**src/rtl/ctr_decoder.sv**
```systemverilog
// Receiver for the 4-bit control-code stream: shadows the encoder state and recovers ctrl bits in order.
// Optional macro CTR_DEC_STATS_EN adds a ones_cnt statistics counter with a stats_clr input.
module ctr_decoder #(
   parameter int ERR_CNT_W    = 8,
   parameter bit START_LOCKED = 1'b1
) (
   input  logic                 clk,
   input  logic                 rst,
   input  logic [3:0]           code,
   input  logic                 code_vld,
`ifdef CTR_DEC_STATS_EN
   input  logic                 stats_clr,
   output logic [15:0]          ones_cnt,
`endif
   output logic                 bit_vld,
   output logic                 bit_num,
   output logic [1:0]           bits,
   output logic                 locked,
   output logic                 err,
   output logic [ERR_CNT_W-1:0] err_cnt,
   output logic [1:0]           shadow_state
);

   typedef enum logic [2:0] {
      ST_S0   = 3'd0,
      ST_S1   = 3'd1,
      ST_S2   = 3'd2,
      ST_S3   = 3'd3,
      ST_HUNT = 3'd4
   } state_e;

   localparam state_e RST_STATE = START_LOCKED ? ST_S0 : ST_HUNT;

   state_e                 state_q, state_d;
   logic                   pend_q, pend_d;
   logic                   bit_vld_q, bit_num_q, err_q;
   logic [1:0]             bits_q;
   logic [ERR_CNT_W-1:0]   err_cnt_q;

   logic                   emit_vld, emit_two, illegal;
   logic [1:0]             emit_bits;

   // NOTE: every signal gets a default before the case so no path leaves it unassigned (no latch).
   always_comb begin
      state_d   = state_q;
      pend_d    = pend_q;
      emit_vld  = 1'b0;
      emit_two  = 1'b0;
      emit_bits = 2'b00;
      illegal   = 1'b0;
      if (code_vld) begin
         unique case (state_q)
            ST_S0: begin
               if (code == 4'd6) begin
                  emit_vld = 1'b1; emit_bits = 2'b01; state_d = ST_S1;
               end else if (code == 4'd3) begin
                  emit_vld = 1'b1; state_d = ST_S2;
               end else if (code != 4'd0) begin
                  illegal = 1'b1;
               end
            end
            ST_S1: begin
               if (code == 4'd1) begin
                  emit_vld = 1'b1; emit_bits = 2'b01; state_d = ST_S2;
               end else if (code == 4'd2) begin
                  emit_vld = 1'b1;
               end else begin
                  illegal = 1'b1;
               end
            end
            ST_S2: begin
               if (code == 4'd1) begin
                  emit_vld = 1'b1; emit_bits = 2'b01; state_d = ST_S3;
               end else if (code == 4'd4) begin
                  emit_vld = 1'b1;
               end else begin
                  illegal = 1'b1;
               end
            end
            ST_S3: begin
               // A 0 code in S3 hides the ctrl bit; the following code decides it.
               if (!pend_q) begin
                  if (code == 4'd0) pend_d = 1'b1;
                  else              illegal = 1'b1;
               end else if (code == 4'd0) begin
                  emit_vld = 1'b1; emit_bits = 2'b01;
               end else if (code == 4'd6) begin
                  emit_vld = 1'b1; emit_two = 1'b1; emit_bits = 2'b10;
                  state_d = ST_S1; pend_d = 1'b0;
               end else if (code == 4'd3) begin
                  emit_vld = 1'b1; emit_two = 1'b1;
                  state_d = ST_S2; pend_d = 1'b0;
               end else begin
                  illegal = 1'b1;
               end
            end
            default: begin
               if (code == 4'd6) begin
                  emit_vld = 1'b1; emit_bits = 2'b01; state_d = ST_S1;
               end else if (code == 4'd3) begin
                  emit_vld = 1'b1; state_d = ST_S2;
               end
            end
         endcase
         if (illegal) begin
            state_d = ST_HUNT;
            pend_d  = 1'b0;
         end
      end
   end

   // NOTE: sequential state uses non-blocking assignments so all registers sample pre-edge values.
   always_ff @(posedge clk) begin
      if (rst) begin
         state_q   <= RST_STATE;
         pend_q    <= 1'b0;
         bit_vld_q <= 1'b0;
         bit_num_q <= 1'b0;
         bits_q    <= 2'b00;
         err_q     <= 1'b0;
         err_cnt_q <= '0;
      end else begin
         state_q   <= state_d;
         pend_q    <= pend_d;
         bit_vld_q <= emit_vld;
         bit_num_q <= emit_two;
         bits_q    <= emit_bits;
         err_q     <= illegal;
         if (illegal && !(&err_cnt_q)) err_cnt_q <= err_cnt_q + ERR_CNT_W'(1);
      end
   end

`ifdef CTR_DEC_STATS_EN
   logic [15:0] ones_cnt_q;

   always_ff @(posedge clk) begin
      if (rst || stats_clr) ones_cnt_q <= '0;
      else if (emit_vld)    ones_cnt_q <= ones_cnt_q + 16'(emit_bits[0]) + 16'(emit_bits[1]);
   end

   assign ones_cnt = ones_cnt_q;
`endif

   assign bit_vld      = bit_vld_q;
   assign bit_num      = bit_num_q;
   assign bits         = bits_q;
   assign err          = err_q;
   assign err_cnt      = err_cnt_q;
   assign locked       = (state_q != ST_HUNT);
   assign shadow_state = (state_q == ST_HUNT) ? 2'd0 : state_q[1:0];

endmodule

```
**config.mk**
```make
export PLATFORM = sky130hd
export DESIGN_NAME = ctr_decoder
export DESIGN_NICKNAME = d
export VERILOG_FILES = /design/src/rtl/ctr_decoder.sv
export SDC_FILE = /design/constraint.sdc
export NUM_CORES = 1
export LEC_CHECK = 0
export BUFFER_PORTS_ARGS = -buffer_cell sky130_fd_sc_hd__buf_2
export CELL_PAD_IN_SITES_DETAIL_PLACEMENT = 1
export CELL_PAD_IN_SITES_GLOBAL_PLACEMENT = 2
export CORE_MARGIN = 2
export CORE_UTILIZATION = 30
export CTS_CLUSTER_DIAMETER = 30
export DETAILED_ROUTE_END_ITERATION = 8
export PLACE_DENSITY = 0.85
export SKIP_LAST_GASP = 1
export SYNTH_ARGS = -nofsm -noshare
export SYNTH_HDL_FRONTEND = slang
export SYNTH_SLANG_ARGS = --single-unit
```
**constraint.sdc**
```tcl
create_clock -name clk -period 2.1 [get_ports clk]
set_input_delay 0.105 -clock clk [delete_from_list [all_inputs] [get_ports clk]]
set_output_delay 0.105 -clock clk [all_outputs]
set_load 0.02 [all_outputs]
```
Yosys cells after proc, flatten, opt, wreduce, memory -nomap -nowiden:

Cells that the tools add are included.

* bits in writable memories: 0
* latch bits: 0
* ROM bits: 0
* register bits: 17
* logic and storage cells: 81
* memories kept: 0
* input port bits: 7

* order comparisons: 0
* eq/ne operators: 14
* muxes and demuxes: 44
* reductions and logical operators: 12
* bitwise operators: 3
* shift-type cells: 0
* multipliers: 0
* $add $sub $neg: 1
* divide/modulo/power cells: 0

Operators by type and width (number)
* $mux W1: 29
* $mux W3: 7
* $ne A3 B3 Y1 const B: 5
* $pmux W3 S3: 1
* $add A8 B1 Y8 const B: 1
* $eq A4 B2 Y1 const B: 2
* $eq A4 B3 Y1 const B: 2
* $mux W2: 4
* $reduce_and A8 Y1: 1
* $eq A3 B2 Y1 const B: 2
* $reduce_and A5 Y1: 1
* $reduce_or A5 Y1: 1
* $eq A4 B1 Y1 const B: 1
* $logic_not A4 Y1: 1
* $pmux W1 S4: 1
* $pmux W2 S2: 1
* $reduce_bool A4 Y1: 1
* $reduce_or A2 Y1: 2
* $eq A3 B1 Y1 const B: 1
* $eq A3 B3 Y1 const B: 1
* $logic_not A3 Y1: 1
* $not A1 Y1: 3
* $pmux W1 S3: 1
* $reduce_and A2 Y1: 1
* other kinds (3): 3

Longest topological paths before layout:

* depth in word-level cells: 9
* gate-level depth with buffers: 8

Worst setup path before layout:

OpenSTA, ideal clock, no wires.

* kind: register to register
* start point: reg state_q[1]
* end point: reg err_cnt_q[1], in the netlist err_cnt[1]
* slack: 299 ps
* data required time: 2030 ps
* arrival: 1731 ps
* period minus slack after synthesis: 1801 ps
* path buffers: 2
* library setup time: 70 ps
* cell stages (with the launch flop): 8
* path through: dfxtp_1 buf_4 nor2b_1 nand2_1 o311a_4 buf_6 or3b_1 a21oi_1

* word-level cells in the longest chain between the ends: 5

RTL lines
* start: declaration: RTL line 34 `state_e state_q, state_d;`
* start signal: assignment: RTL line 123 `state_q <= state_d;`
* $eq A3 B2 Y1, or another cell as far along: RTL line 52 `unique case (state_q)`
* $pmux W1 S4 (*): RTL line 52
* $mux W1 (*) (2 in a row): RTL line 51 `if (code_vld) begin`
* $logic_and A1 B1 Y1 (*): RTL line 129 `if (illegal && !(&err_cnt_q)) err_cnt_q <= err_cnt_q + ERR_CNT_W'(1);`
* end signal: assignment: RTL line 129
* end: declaration: RTL line 38 `logic [ERR_CNT_W-1:0] err_cnt_q;`

Every way passes the cells marked *; elsewhere a longest branch is shown, timed or not. The select of a mux whose other input is x is not followed.
A chain may end at the register's enable or synchronous reset.

Final worst setup path:

* start point: reg state_q[0]
* end point: reg err_cnt_q[3], in the netlist err_cnt[3]

Same word-level chain as after synthesis.

==> metrics.md <==
| Metric | Value |
|---|---|
| Post_cts resized | `0` |
| Die area | `0.004037 mm^2` |
| I/O Pins | `23` |
| Least-Margin Pin Slew | `393.1 ps` |
| Outcome | `completed` |
| Sequential cell area fraction in the yosys report | `32.00%` |
| Final Setup Violations | `0` |
| Setup WS post-layout | `223.5 ps` |
| Die X | `63.54 um` |
| Root buf cell | `clkbuf_4` |
| Vias per std cell | `5.254` |
| Area occupied by multi-input gates | `658.1 um^2` |
| Clock Skews | `10.14 ps` |
| DR iter-0 viols | `42` |
| Ant. Diodes | `0` |
| CTS Buffer Depth | `2` |
| Synth cell types | `40` |
| Fmax | `0.5329 GHz` |
| Min-Delay Path Class | `primary input to register` |
| Hold_buf cts | `0` |
| Crit-path cells | `nand2_1, o311a_4, nor3_1, mux2_2` |
| Yosys Warn Count | `0` |
| FF/Latch Area | `340.3 um^2` |
| WP data required | `2280 ps` |
| Die Span Y | `63.54 um` |
| RSZ-0062 raised after global routing | `no` |
| Via count | `1035` |
| Vias in the first global route | `998` |
| Post-route ant nets | `0` |
| Worst path max stage delay | `520 ps` |
| Avg Inst Size Synth | `8.118 um^2` |
| # nets final | `160` |
| Fillers | `429` |
| Crit path DAT | `2060 ps` |
| PwrDens | `513.8 mW/mm^2` |
| Mapped Nets | `139` |
| Ratio of cells with drive above 1 in the final layout | `27.15%` |
| Synth Flop Type | `dfxtp_1` |
| Max_slew headroom | `73.74%` |
| CTS Buf Count | `3` |
| Post-route minimum period | `1876 ps` |
| Placed cells | `193` |
| Number of synthesized flops with an enable pin | `0` |
| R2r setup slk | `220 ps` |
| Wire length on met3 | `109 um` |
| Buffer count from post-CTS setup fixing | `0` |
| WS Path Type | `register to register` |
| Final Hold Viols | `0` |
| Wire length on met2 | `1.295 mm` |
| DR DRC count | `0` |
| Mapped cell area | `0.001064 mm^2` |
| Routability Congestion | `0.7754` |
| Worst skew pair latency | `290 ps` |
| Tot GR Track Use | `14.23%` |
| DR pass1 iterations | `4` |
| Crit. Startpoint | `state_q[0]` |
| Max H-tree Level | `1` |
| Area grow syn2layout | `16.12%` |
| Setup_tns | `0 ps` |
| Critical path's slowest cell | `dfxtp_1` |
| Leak | `0.4769 nW` |
| Initial antenna violation count | `0` |
| Final period utilization | `89.36%` |
| Share of flip-flops with an asynchronous set or reset | `0%` |
| DP HPWL | `2.073 mm` |
| Top layer in use | `met4` |
| CP Max Fanout | `16` |
| Crit start category | `register` |
| Drt wl/cell | `13.81 um` |
| Worst setup path endpoint | `err_cnt[3]` |
| DRT met1 WL | `1.299 mm` |
| Worst vdd ir | `0.2752 mV` |
| Starting Density | `31.62%` |
| Maxcap violations | `0` |
| CTS tree | `built` |
| Post-Layout Cell Count | `197` |
| Tot Pwr | `0.0006345 W` |
| Worst Setup End Kind | `register` |
| Worst R2R Start | `state_q[0]` |
| R2R Path End | `err_cnt[3]` |
| Total Wirelength | `2.721 mm` |
| First-pass GRT wire length | `4.692 mm` |
| Syn Inst Count | `131` |
| Core Region | `0.003363 mm^2` |
| Largest net degree at the start of global routing | `20` |
| Slew Limit Fails | `0` |
| Synthesis-stage register bit count | `17` |
| Dpl ws | `232.0 ps` |
| FF-to-FF path depth | `4` |
| CTS sink count | `17` |
| Final Util | `36.72%` |
| Number of port buffers | `22` |
| Site Rows | `21` |
| CTS clk-pin slew, worst paths | `110 ps` |
| GRT Residual Overflow | `0` |
==> routing by layer <==
| layer | up-vias | GRT usage [%] |
|---|---|---|
| li1 | 513 | - |
| met1 | 501 | 19.52 |
| met2 | 19 | 22.63 |
| met3 | 2 | 3.393 |
| met4 | 0 | 2.989 |
| met5 | - | 0 |
==> worst min path at each step <==
stage,from,endpoint,slack (ps),cells past startpoint
2_1_floorplan,code[3],bit_num,290,3
3_5_place_dp,rst,err_cnt[1],500,2
3_3_place_gp,rst,err_cnt[2],490,2
5_1_grt,code_vld,pend_q,180,3
4_1_cts,code_vld,pend_q,180,3
6_report,code_vld,pend_q,190,3
==> cells in the mapped netlist, types with 2 or more instances <==
master	n	area, um^2
a211oi_1	2	15.01
a21oi_1	7	35.03
and3_1	2	12.51
buf_6	2	22.52
clkbuf_1	7	26.28
dfxtp_1	17	340.3
mux2_2	4	45.04
nand2_1	8	30.03
nand2b_1	4	25.02
nand3_1	6	30.03
nand3b_1	5	37.54
nor2_1	10	37.54
nor2b_1	9	56.30
nor3_1	10	50.05
nor4b_1	2	17.52
o21ai_0	9	45.04
o32ai_1	2	17.52
or3_1	3	18.77
==> final cells by class <==
| type | instances | area share, % |
|---|---|---|
| inverters | 1 | 0.3040 |
| clock buffers | 3 | 1.824 |
| clock inverters | 1 | 0.4053 |
| well taps | 46 | 4.661 |
| multi-input cells | 102 | 53.29 |
| flip-flops and latches | 17 | 27.56 |
| repair buffers | 27 | 11.96 |
==> power breakdown <==
| part | leakage, nW | switching, W | internal [W] |
|---|---|---|---|
| Sequential | 0.138 | 0.00000603 | 0.000331 |
| Clock | 0.0177 | 0.000103 | 0.0000707 |
| Combinational | 0.321 | 0.0000768 | 0.0000470 |
==> flip-flops by register name, summed over array words and instances (netlist names) <==
signal	cells
pend_q	1
bit_num	1
bits	2
err_cnt	8
state_q	3
bit_vld	1
err	1
==> cell usage in the layout (no fill, tap or decap), types with 4 or more instances in the layout <==
cell type	n
nand2b_1	4
nor2_1	10
nor2b_1	9
a21oi_1	7
o21ai_0	9
mux2_2	4
buf_4	5
nor3_1	10
nand3b_1	5
buf_2	22
nand3_1	6
dfxtp_1	17
nand2_1	8
==> logic make-up after synthesis <==
kind of cell / after synthesis / share of synthesized area (%)
DFF: 17 / 32.00
xor gates and xnor gates: 2 / 2.354
muxes: 4 / 4.235
and+or+nand+nor: 66 / 35.77
adders and majority gates: 1 / 1.176
buffers and inverters: 12 / 6.117
AOI/OAI and AO/OA: 29 / 18.35
==> through the flow <==
step / cell area, um^2 / hold slack (ps)
5_1_grt: 1235 / 181.4
3_5_place_dp: 1207 / 502.1
2_1_floorplan: 1064 / 286.5
3_3_place_gp: 1207 / 490.6
6_report: 1235 / 194.8
4_1_cts: 1235 / 181.4
==> critical path, delay by kind of cell, from the launching register on <==
family             cells  cell delay (ps)
muxes                  1              350
and+or+nand+nor        2              410
AOI/OAI and AO/OA      1              490
DFF                    1              520
Power figures use the tool's default switching activity.
